<file path="src/rtl/flappy_pkg.sv">
// Shared types and constants for the flappy game logic: game state
// encoding, screen bounds, keycodes and default pipe geometry.
package flappy_pkg;

    typedef enum logic [1:0] {
        IDLE = 2'd0,
        PLAY = 2'd1,
        DEAD = 2'd2
    } game_state_t;

    // Visible screen bounds in pixels
    localparam int SCREEN_X_MAX_DEF = 639;
    localparam int SCREEN_Y_MAX_DEF = 479;

    // USB keycodes used by the game
    localparam logic [7:0] KEY_A = 8'h04;
    localparam logic [7:0] KEY_D = 8'h07;
    localparam logic [7:0] KEY_S = 8'h16;
    localparam logic [7:0] KEY_W = 8'h1A;

    // Default pipe geometry
    localparam int PIPE_HALF_W_DEF = 26;
    localparam int GAP_HALF_DEF    = 60;

    // Largest representable score
    localparam logic [26:0] SCORE_MAX = 27'h7FFFFFF;

    // Zero-extend a 10-bit coordinate into the 11-bit compare domain
    function automatic logic [10:0] ext11(input logic [9:0] v);
        return {1'b0, v};
    endfunction

endpackage

</file>
<file path="src/rtl/pipe_hit_check.sv">
// Per-pipe collision and pass detection. All geometry is compared in
// 11-bit unsigned arithmetic using additions only, so coordinates at 0
// never underflow. Also holds the registered "passed" flag that makes a
// pipe score exactly once per trip across the screen.
module pipe_hit_check
    import flappy_pkg::*;
#(
    parameter int PIPE_HALF_W = PIPE_HALF_W_DEF,
    parameter int GAP_HALF    = GAP_HALF_DEF
) (
    input  logic       clk,
    input  logic       rst,
    input  logic [9:0] bird_x,
    input  logic [9:0] bird_y,
    input  logic [9:0] bird_s,
    input  logic [9:0] pipe_x,
    input  logic [9:0] pipe_y,
    input  logic       flag_set,    // force passed=1 (idle / returning to idle)
    input  logic       flag_arm,    // entering play: load passed from positions
    input  logic       flag_track,  // in play: set on pass, clear on respawn
    output logic       hit,
    output logic       pass_evt
);

    localparam logic [10:0] HW = 11'(PIPE_HALF_W);
    localparam logic [10:0] GH = 11'(GAP_HALF);

    logic [10:0] bx, by, bs, px, py;
    logic        h_ovl;
    logic        v_hit;
    logic        behind;
    logic        ahead;
    logic        passed;

    assign bx = ext11(bird_x);
    assign by = ext11(bird_y);
    assign bs = ext11(bird_s);
    assign px = ext11(pipe_x);
    assign py = ext11(pipe_y);

    // Geometry tests for this pipe against the bird's bounding box
    always_comb begin
        h_ovl    = ((bx + bs + HW) >= px) && ((px + HW + bs) >= bx);
        v_hit    = ((by + GH) < (py + bs)) || ((by + bs) > (py + GH));
        behind   = (px + HW) < bx;
        ahead    = px > bx;
        hit      = h_ovl && v_hit;
        pass_evt = behind && !passed;
    end

    // Passed flag: set once the pipe is fully behind the bird, cleared
    // once the pipe has respawned to the right of the bird
    always_ff @(posedge clk or posedge rst) begin
        if (rst) begin
            passed <= 1'b1;
        end else if (flag_set) begin
            passed <= 1'b1;
        end else if (flag_arm) begin
            passed <= behind;
        end else if (flag_track) begin
            if (behind) begin
                passed <= 1'b1;
            end else if (ahead) begin
                passed <= 1'b0;
            end
        end
    end

endmodule

</file>
<file path="src/rtl/pipe_scorer.sv">
// Game scoring end of the pipe pipeline. Samples bird and pipe positions
// once per frame, runs the IDLE/PLAY/DEAD game FSM, keeps a saturating
// score, the high score since reset, and status flags for the display.
module pipe_scorer
    import flappy_pkg::*;
#(
    parameter int         PIPE_HALF_W  = PIPE_HALF_W_DEF,
    parameter int         GAP_HALF     = GAP_HALF_DEF,
    parameter int         SCREEN_Y_MAX = SCREEN_Y_MAX_DEF,
    parameter int         DEAD_FRAMES  = 90,
    parameter logic [7:0] KEY_START    = KEY_W
) (
    input  logic        frame_clk,
    input  logic        Reset,
    input  logic [7:0]  keycode,
    input  logic [9:0]  BirdX,
    input  logic [9:0]  BirdY,
    input  logic [9:0]  BirdS,
    input  logic [9:0]  PipeX0,
    input  logic [9:0]  PipeX1,
    input  logic [9:0]  PipeX2,
    input  logic [9:0]  PipeY0,
    input  logic [9:0]  PipeY1,
    input  logic [9:0]  PipeY2,
    output logic [26:0] score,
    output logic [26:0] high_score,
    output logic        playing,
    output logic        game_over,
    output logic        score_pulse
);

    localparam int              CNT_W    = $clog2(DEAD_FRAMES + 1);
    localparam logic [CNT_W-1:0] CNT_LAST = CNT_W'(DEAD_FRAMES - 1);
    localparam logic [10:0]     Y_FLOOR  = 11'(SCREEN_Y_MAX);

    game_state_t      state;
    game_state_t      state_next;
    logic [CNT_W-1:0] dead_cnt;
    logic [CNT_W-1:0] cnt_next;
    logic [26:0]      score_next;
    logic [26:0]      high_next;
    logic             pulse_next;
    logic [27:0]      score_sum;

    logic [9:0]       pipe_x [3];
    logic [9:0]       pipe_y [3];
    logic [2:0]       hit;
    logic [2:0]       pass_evt;
    logic [1:0]       pass_cnt;
    logic             collide;
    logic             flag_set;
    logic             flag_arm;
    logic             flag_track;

    assign pipe_x[0] = PipeX0;
    assign pipe_x[1] = PipeX1;
    assign pipe_x[2] = PipeX2;
    assign pipe_y[0] = PipeY0;
    assign pipe_y[1] = PipeY1;
    assign pipe_y[2] = PipeY2;

    assign flag_set   = (state_next == IDLE);
    assign flag_arm   = (state == IDLE) && (state_next == PLAY);
    assign flag_track = (state == PLAY);

    for (genvar i = 0; i < 3; i++) begin : g_pipe
        pipe_hit_check #(
            .PIPE_HALF_W (PIPE_HALF_W),
            .GAP_HALF    (GAP_HALF)
        ) u_check (
            .clk        (frame_clk),
            .rst        (Reset),
            .bird_x     (BirdX),
            .bird_y     (BirdY),
            .bird_s     (BirdS),
            .pipe_x     (pipe_x[i]),
            .pipe_y     (pipe_y[i]),
            .flag_set   (flag_set),
            .flag_arm   (flag_arm),
            .flag_track (flag_track),
            .hit        (hit[i]),
            .pass_evt   (pass_evt[i])
        );
    end

    // Collision with any pipe, the floor or the ceiling; pipes passed this frame
    always_comb begin
        collide  = (|hit)
                 || ((ext11(BirdY) + ext11(BirdS)) >= Y_FLOOR)
                 || (ext11(BirdY) <= ext11(BirdS));
        pass_cnt = {1'b0, pass_evt[0]} + {1'b0, pass_evt[1]} + {1'b0, pass_evt[2]};
    end

    // Game state register
    always_ff @(posedge frame_clk or posedge Reset) begin
        if (Reset) begin
            state <= IDLE;
        end else begin
            state <= state_next;
        end
    end

    // Next-state logic; the start key only counts in IDLE and at the end of the DEAD hold
    always_comb begin
        state_next = state;
        case (state)
            IDLE: if (keycode == KEY_START) state_next = PLAY;
            PLAY: if (collide) state_next = DEAD;
            DEAD: if ((dead_cnt == CNT_LAST) && (keycode == KEY_START)) state_next = IDLE;
            default: state_next = IDLE;
        endcase
    end

    // Next values for score, high score, strobe and dead counter
    always_comb begin
        score_next = score;
        high_next  = high_score;
        pulse_next = 1'b0;
        cnt_next   = dead_cnt;
        score_sum  = {1'b0, score} + 28'(pass_cnt);
        case (state)
            IDLE: begin
                score_next = '0;
                cnt_next   = '0;
            end
            PLAY: begin
                cnt_next = '0;
                if (collide) begin
                    // Collision wins over any pass in the same frame
                    high_next = (score > high_score) ? score : high_score;
                end else if (pass_cnt != 2'd0) begin
                    score_next = score_sum[27] ? SCORE_MAX : score_sum[26:0];
                    pulse_next = (score_next != score);
                end
            end
            DEAD: begin
                if (state_next == IDLE) begin
                    score_next = '0;
                    cnt_next   = '0;
                end else if (dead_cnt != CNT_LAST) begin
                    cnt_next = dead_cnt + 1'b1;
                end
            end
            default: begin
                score_next = '0;
                cnt_next   = '0;
            end
        endcase
    end

    // Registered outputs and dead counter
    always_ff @(posedge frame_clk or posedge Reset) begin
        if (Reset) begin
            score       <= '0;
            high_score  <= '0;
            score_pulse <= 1'b0;
            playing     <= 1'b0;
            game_over   <= 1'b0;
            dead_cnt    <= '0;
        end else begin
            score       <= score_next;
            high_score  <= high_next;
            score_pulse <= pulse_next;
            playing     <= (state_next == PLAY);
            game_over   <= (state_next == DEAD);
            dead_cnt    <= cnt_next;
        end
    end

endmodule

</file>
<file path="config.mk">
export PLATFORM = sky130hd
export DESIGN_NAME = pipe_scorer
export DESIGN_NICKNAME = d
export VERILOG_FILES = /design/src/rtl/flappy_pkg.sv /design/src/rtl/pipe_hit_check.sv /design/src/rtl/pipe_scorer.sv
export SDC_FILE = /design/constraint.sdc
export NUM_CORES = 1
export LEC_CHECK = 0
export BUFFER_PORTS_ARGS = -buffer_cell sky130_fd_sc_hd__buf_2
export CORE_AREA = 2 2 194 196
export DETAILED_ROUTE_END_ITERATION = 6
export DIE_AREA = 0 0 196 198
export GPL_ROUTABILITY_DRIVEN = 0
export PLACE_DENSITY_LB_ADDON = 0.1
export SETUP_SLACK_MARGIN = 0.1
export SLEW_MARGIN = 10
export SYNTH_ARGS = -nofsm -noshare
export SYNTH_HDL_FRONTEND = slang
export SYNTH_SLANG_ARGS = --single-unit
</file>
<file path="constraint.sdc">
create_clock -name frame_clk -period 7.6 [get_ports frame_clk]
set_input_delay 0.38 -clock frame_clk [delete_from_list [all_inputs] [get_ports frame_clk]]
set_output_delay 0.38 -clock frame_clk [all_outputs]
set_load 0.01 [all_outputs]
</file>
==> results of run 1 <==
[Yosys cell counts, types with 30 or more instances]
library cell / number
a21o_1: 37
a21oi_1: 122
dfrtp_1: 66
ha_1: 319
inv_1: 168
nand2_1: 104
nand3_1: 46
nand4_1: 30
nor2_1: 105
o21ai_0: 70
o21bai_1: 33
xnor2_1: 79
[final timing paths]
check / endpoint / slack, ps / depth (start not counted)
hold reg to reg: g_pipe[0].u_check.passed$_DFFE_PP1P_ / 470 / 2
setup reg to reg: score[26]$_DFFE_PP0P_ / 3820 / 14
max in group asynchronous: score[18]$_DFFE_PP0P_ / 6640 / 3
setup / recovery: high_score[1]$_DFFE_PP0P_ / 1660 / 22
min in group frame_clk: g_pipe[0].u_check.passed$_DFFE_PP1P_ / 470 / 2
hold / removal: high_score[26]$_DFFE_PP0P_ / 330 / 3
[per-stage QoR]
| stage | instances | setup WS (ps) | utilization |
|---|---|---|---|
| floorplan | 1544 | 2845 | - |
| global placement | 2164 | 1207 | 0.3789 |
| detailed placement | 2164 | 1182 | 0.3789 |
| CTS | 2180 | 1551 | 0.3875 |
| global route | 2180 | 1022 | 0.3875 |
| finish | 2180 | 1664 | 0.3875 |
[logic make-up (layout without fill, tap and decap cells)]
| family | count (synthesis) | count (layout) | share of synthesized area |
|---|---|---|---|
| AO/OA/AOI/OAI | 411 | 411 | 0.2141 |
| buffers and inverters | 183 | 345 | 0.05508 |
| adder cells (fa/ha/maj) | 329 | 329 | 0.3313 |
| AND/OR/NAND/NOR | 413 | 413 | 0.1612 |
| XOR/XNOR | 107 | 107 | 0.07406 |
| flip-flops | 69 | 69 | 0.1368 |
| multiplexers | 32 | 32 | 0.02759 |
[critical path: stages]
cell and delay, ps:
buf_2 190, ha_1 260, fa_1 410, a21oi_1 170, nor2_1 60, nor2_1 160
o21bai_1 110, a21oi_1 260, o21bai_1 100, a21oi_1 240, xor2_1 180, ha_1 270
a2111oi_0 600, o21ai_0 180, a41oi_1 260, o21ai_0 130, a22oi_1 270, a2111oi_4 140
nand3_2 310, o211a_1 760, buf_4 340, mux2_2 360
[power by group]
part / total (mW) / switching (mW) / internal, mW
Sequential: 0.378 / 0.00465 / 0.373
Clock: 0.454 / 0.166 / 0.287
Combinational: 1.05 / 0.616 / 0.438
Total: 1.89 / 0.787 / 1.10
[per-layer routing]
metal,track usage,vias up
li1,-,5946
met1,0.2802,5574
met2,0.3665,225
met3,0.01891,38
met4,0.04517,0
met5,0,-
[final cells by class]
cell class                 instances  area, um2
fill                            3890      22640
multi-input combinational       1292      10230
sequential                        69       1730
timing repair buffer             161      818.3
inverter                         168      630.6
tap                              474      593.1
clock buffer                      10      229.0
clock inverter                     6      86.33
[cells in the final DEF (no fill, tap or decap), types with 12 or more instances in the layout]
master	count
inv_1	167
nor2b_1	24
mux2_2	19
mux2i_1	12
a31oi_1	14
nor3_1	23
nand4_1	30
buf_2	156
a21oi_1	122
o21a_1	15
a21o_1	37
a211oi_1	23
nand2_1	104
nand3_1	46
o21bai_1	33
ha_1	319
o21ai_0	70
or3_1	12
xnor2_1	79
o211ai_1	22
nor2_1	105
nand2b_1	20
xor2_1	28
dfrtp_1	66
[sequential cells by signal (all words and copies together) (netlist names)]
name                   cells
score                     27
score_pulse                1
playing                    1
high_score                27
dead_cnt                   7
g_pipe.u_check.passed      3
state                      2
game_over                  1
==> summary.txt, run 1 <==
Run status
  – Status: complete, no violations

Yosys
  – Synthesized Nets: 1,973
  – Yosys warns: 0
  – Synth async-reset ratio: 1.000
  – Synth area leader: ha_1
  – Yosys reg bits: 69
  – Post-synth top area share: 0.3154
  – Top FF cell, synth: dfrtp_1
  – Synth unique cells: 71
  – Mapped Area: 12,650 um2
  – Post-Syn Area per Cell: 8.195 um2
  – Number of synthesized flops with an enable pin: 0
  – Post-Synthesis Cells: 1,544
  – Seq/Total Area, Yosys: 0.1368
  – Dominant cells by area after synthesis: ha_1 (32%), dfrtp_1 (13%), xnor2_1 (5.5%)

Route
  – M1 WL: 19.48 mm
  – DR vias/cell: 5.405
  – WL met2: 19.22 mm
  – Post-DRT Antenna Nets: 0
  – Detailed-router iteration count before antenna repair: 5
  – Drt first-iter violations: 557
  – Vias after detailed routing: 11,783
  – WL met3: 1.288 mm
  – Routed WL: 40.74 mm
  – Drt wl/cell: 18.69 um
  – DRC viols: 0
  – Top routing layer used: met4

Worst setup path
  – CP Class: in -> reg
  – CP required: 7820 ps
  – Setup crit end kind: flip-flop
  – CP arrival: 6160 ps
  – Critical path startpoint category: primary input
  – Crit-path max FO: 18
  – RR Startpoint: g_pipe[0].u_check.passed$_DFFE_PP1P_
  – CP Launch Point: BirdS[0]

Clock tree
  – Post-CTS setup buffers: 0
  – Reg clk slew, reported paths: 60 ps
  – CTS tree: yes
  – Clock sinks: 69
  – Post_cts resized: 0
  – Skew-Pair Late Insertion Delay: 340 ps
  – Cts hold-fix bufs: 0
  – Clock Path Buffers: 2
  – CTS root buf: clkbuf_16
  – H-tree depth: 3
  – Inserted Clock Buffers: 9

Global route
  – Largest net degree at the start of global routing: 70
  – Antenna violations before repair: 0
  – Vias in the first global route: 11,737
  – All-Layer GR Usage: 0.2095
  – First-pass GRT wire length: 63.76 mm
  – Grt total ovfl: 0

Timing
  – Worst-Margin Slew: 953.9 ps
  – Min Tclk post-route: 5936 ps
  – Max-slew violation count: 0
  – Setup TNS: 0 ps
  – Fmax: 0.1685 GHz
  – Final period util: 0.7810
  – Final hold vios: 0
  – Clock skew: 9.096 ps
  – Hold slack: 326.7 ps
  – RSZ-0062 raised after global routing: no
  – # setup viols final: 0
  – Max transition margin: 0.3640

Floorplan
  – I/O pin cnt: 157
  – Starting Density: 0.3424
  – Die width: 196 um
  – Rows: 71
  – Die area: 38,810 um2
  – Die Y: 198 um
  – Core area: 36,960 um2

Power and ir drop
  – Maximum VDD drop: 0.1060 mV
  – Pwr per Cell Area: 131.7 nW/um2
  – Total Power: 1.885 mW
  – Leakage power: 7.087 nW

Place
  – Placement Cell Area: 14,000 um2
  – Port bufs: 156
  – Post-DP HPWL: 34.64 mm

Layout
  – Fin nets: 2,130
  – Fin area: 14,320 um2
  – Diode count: 0
  – Share of cells above drive strength 1: 0.1301
  – Area Growth Syn to Fin: 13.16%

Min path
  – Worst min path class: in -> async

Run
  – Max cap viols: 0
Note: power is estimated with default switching activity, not from simulation.
==> inputs of run 2 (changes only) <==
==> constraint.sdc (replaced) <==
create_clock -name frame_clk -period 5.1 [get_ports frame_clk]
set_input_delay 0.255 -clock frame_clk [delete_from_list [all_inputs] [get_ports frame_clk]]
set_output_delay 0.255 -clock frame_clk [all_outputs]
set_load 0.01 [all_outputs]
==> run 2 against run 1 <==
Non-clock buffer count increased by 123. Power up 63%. Die area did not move. Hold slack lost 120 ps. Cell area is 8.0% higher. Critical path depth up 1. Setup slack worse by 1300 ps. Register-to-register slack got worse by 2000 ps. Clock power is 73% higher. Critical endpoint is now high_score[26]$_DFFE_PP0P_. Largest cell class unchanged.
==> summary.txt, run 2 (same netlist as run 1, synthesis figures left out) <==
Timing
  – Fmax: 0.2125 GHz
  – Final hold vios: 0 (unchanged)
  – Max transition margin: 0.3649 (+0.0008470)
  – Setup TNS: 0 ps (unchanged)
  – RSZ-0062 raised after global routing: no
  – Clock skew: 10.99 ps (+1.889 ps)
  – Final period util: 0.9229
  – Worst-Margin Slew: 952.7 ps (-1.270 ps)
  – Min Tclk post-route: 4707 ps
  – # setup viols final: 0 (unchanged)
  – Max-slew violation count: 0 (unchanged)

Power and ir drop
  – Leakage power: 7.768 nW (+9.6%)
  – Maximum VDD drop: 0.1766 mV (+67%)
  – Pwr per Cell Area: 198.4 nW/um2 (+51%)

Layout
  – Core Util, Final: 0.4184 (+0.03091)
  – Largest regs: high_score: 27 flops, score: 27 flops, dead_cnt: 7 flops
  – Most common cell after layout, fill and taps aside: ha_1
  – Fill count: 3,840 (-1.3%)
  – Share of cells above drive strength 1: 0.2017 (+0.07162)
  – Commonest cells after routing, fill and taps aside: ha_1 (317), inv_1 (167), buf_2 (156)
  – Area Growth Syn to Fin: 22.19%
  – Fin nets: 2,253 (+5.8%)

Clock tree
  – CTS root buf: clkbuf_16
  – Inserted Clock Buffers: 9 (unchanged)
  – Clock Path Buffers: 2 (unchanged)
  – Clock sinks: 69 (unchanged)
  – CTS tree: yes
  – Reg clk slew, reported paths: 50 ps (about the same)
  – H-tree depth: 3 (unchanged)
  – Skew-Pair Late Insertion Delay: 340 ps (about the same)
  – Cts hold-fix bufs: 0 (unchanged)

Route
  – DRC viols: 0 (unchanged)
  – Detailed-router iteration count before antenna repair: 5 (unchanged)
  – Drt wl/cell: 18.19 um (-2.7%)
  – Post-DRT Antenna Nets: 0 (unchanged)
  – Drt first-iter violations: 507 (-9.0%)
  – DR vias/cell: 5.353 (-0.97%)
  – Routed WL: 41.90 mm (+2.9%)
  – Vias after detailed routing: 12,333 (+4.7%)

Floorplan
  – I/O pin cnt: 157 (unchanged)
  – Rows: 71 (unchanged)
  – Die area: 38,810 um2 (unchanged)
  – Die Y: 198 um (unchanged)
  – Die width: 196 um (unchanged)
  – Starting Density: 0.3424 (unchanged)
  – Core area: 36,960 um2 (unchanged)

Global route
  – Antenna violations before repair: 1 (+1)
  – All-Layer GR Usage: 0.2164 (+0.006938)
  – First-pass GRT wire length: 66.30 mm (+4.0%)
  – Largest net degree at the start of global routing: 70 (unchanged)
  – Grt total ovfl: 0 (unchanged)
  – Vias in the first global route: 12,392 (+5.6%)

Worst setup path
  – CP Class: in -> reg
  – CP arrival: 4920 ps (-1240 ps)
  – Setup crit end kind: flip-flop
  – CP required: 5320 ps (-2500 ps)
  – Critical path startpoint category: primary input
  – R2R depth: 12 (-2)
  – Crit-path max FO: 24 (+6)

Run
  – Max cap viols: 0 (unchanged)

Min path
  – Worst min path class: in -> async

Place
  – Post-DP HPWL: 35.88 mm (+3.6%)
  – Port bufs: 156 (unchanged)

Run status
  – Status: complete, no violations
run 2: changes by cell type in the layout (fill, tap and decap cells not counted), moves of 3 or more:
| cell | change |
|---|---|
| o21ai_0 | -4 |
| nor3_1 | -3 |
| o21ai_1 | +3 |
| buf_4 | +121 |
run 2: cell type report:
class | instances | area [um2] | share of cell area
Multi-Input combinational cell | 1292 | 10360 | 0.6704
Timing Repair Buffer | 284 | 1767 | 0.1143
Sequential cell | 69 | 1730 | 0.1119
Inverter | 168 | 630.6 | 0.04079
Tap cell | 474 | 593.1 | 0.03836
Clock buffer | 10 | 239.0 | 0.01546
Clock inverter | 6 | 133.9 | 0.008659
Antenna cell | 1 | 2.502 | 0.0001619
run 2: routing by layer:
| metal | wire [um] | share of wire | global-route usage | up-vias |
|---|---|---|---|---|
| li1 | - | - | - | 6208 |
| met1 | 20020 | 0.48 | 0.2924 | 5843 |
| met2 | 19210 | 0.46 | 0.3667 | 238 |
| met3 | 1643 | 0.039 | 0.02521 | 44 |
| met4 | 1032 | 0.025 | 0.05499 | 0 |
| met5 | 0 | 0 | 0 | - |
run 2: final timing paths:
path | start | to | slack [ps]
hold / removal | Reset | high_score[26]$_DFFE_PP0P_ | 210
setup reg to reg | g_pipe[0].u_check.passed$_DFFE_PP1P_ | score[16]$_DFFE_PP0P_ | 1780
setup / recovery | BirdS[0] | high_score[26]$_DFFE_PP0P_ | 390
max in group asynchronous | Reset | score[19]$_DFFE_PP0P_ | 4270
min in group frame_clk | keycode[0] | state[0]$_DFF_PP0_ | 460
hold reg to reg | g_pipe[0].u_check.passed$_DFFE_PP1P_ | g_pipe[0].u_check.passed$_DFFE_PP1P_ | 490
run 2: where the power goes:
part           internal (mW)  leakage [nW]  total, mW  switching, mW
Sequential             0.557         0.895      0.563        0.00684
Combinational          0.765          6.69       1.72          0.955
Clock                  0.540         0.183      0.784          0.243
Total                   1.86          7.77       3.07           1.21
run 2: critical path: stages:
cell	delay (ps)
buf_2	150
ha_1	260
fa_1	390
a21oi_1	170
nor2_1	60
nor2_1	120
o21bai_1	100
a21oi_2	230
o21bai_1	90
a21oi_1	230
xor2_1	180
ha_1	270
a2111oi_1	430
buf_4	190
o21ai_0	90
a41oi_2	280
o21ai_1	140
a22oi_1	270
a2111oi_4	120
nand3_2	120
o211a_1	190
buf_12	210
mux2_2	350
run 2: through the flow:
step                      hold WS (ps)  std cells  instance area (um2)  power (mW)  setup WS, ps
after floorplan                  453.8       1544                12650       1.675         470.0
after global placement           464.7       2287                14950       2.256        -304.3
after detailed placement         489.1       2287                14950       2.279        -249.6
after CTS                        253.2       2303                15320       3.078         111.4
after global routing             297.6       2303                15460       3.337         76.72
final                            206.7       2304                15460       3.067         393.1
run 2: timing repair:
action                     in CTS  in global routing
buffers inserted                0                  0
setup endpoints to repair       0                 54
gates resized for setup         0                 33
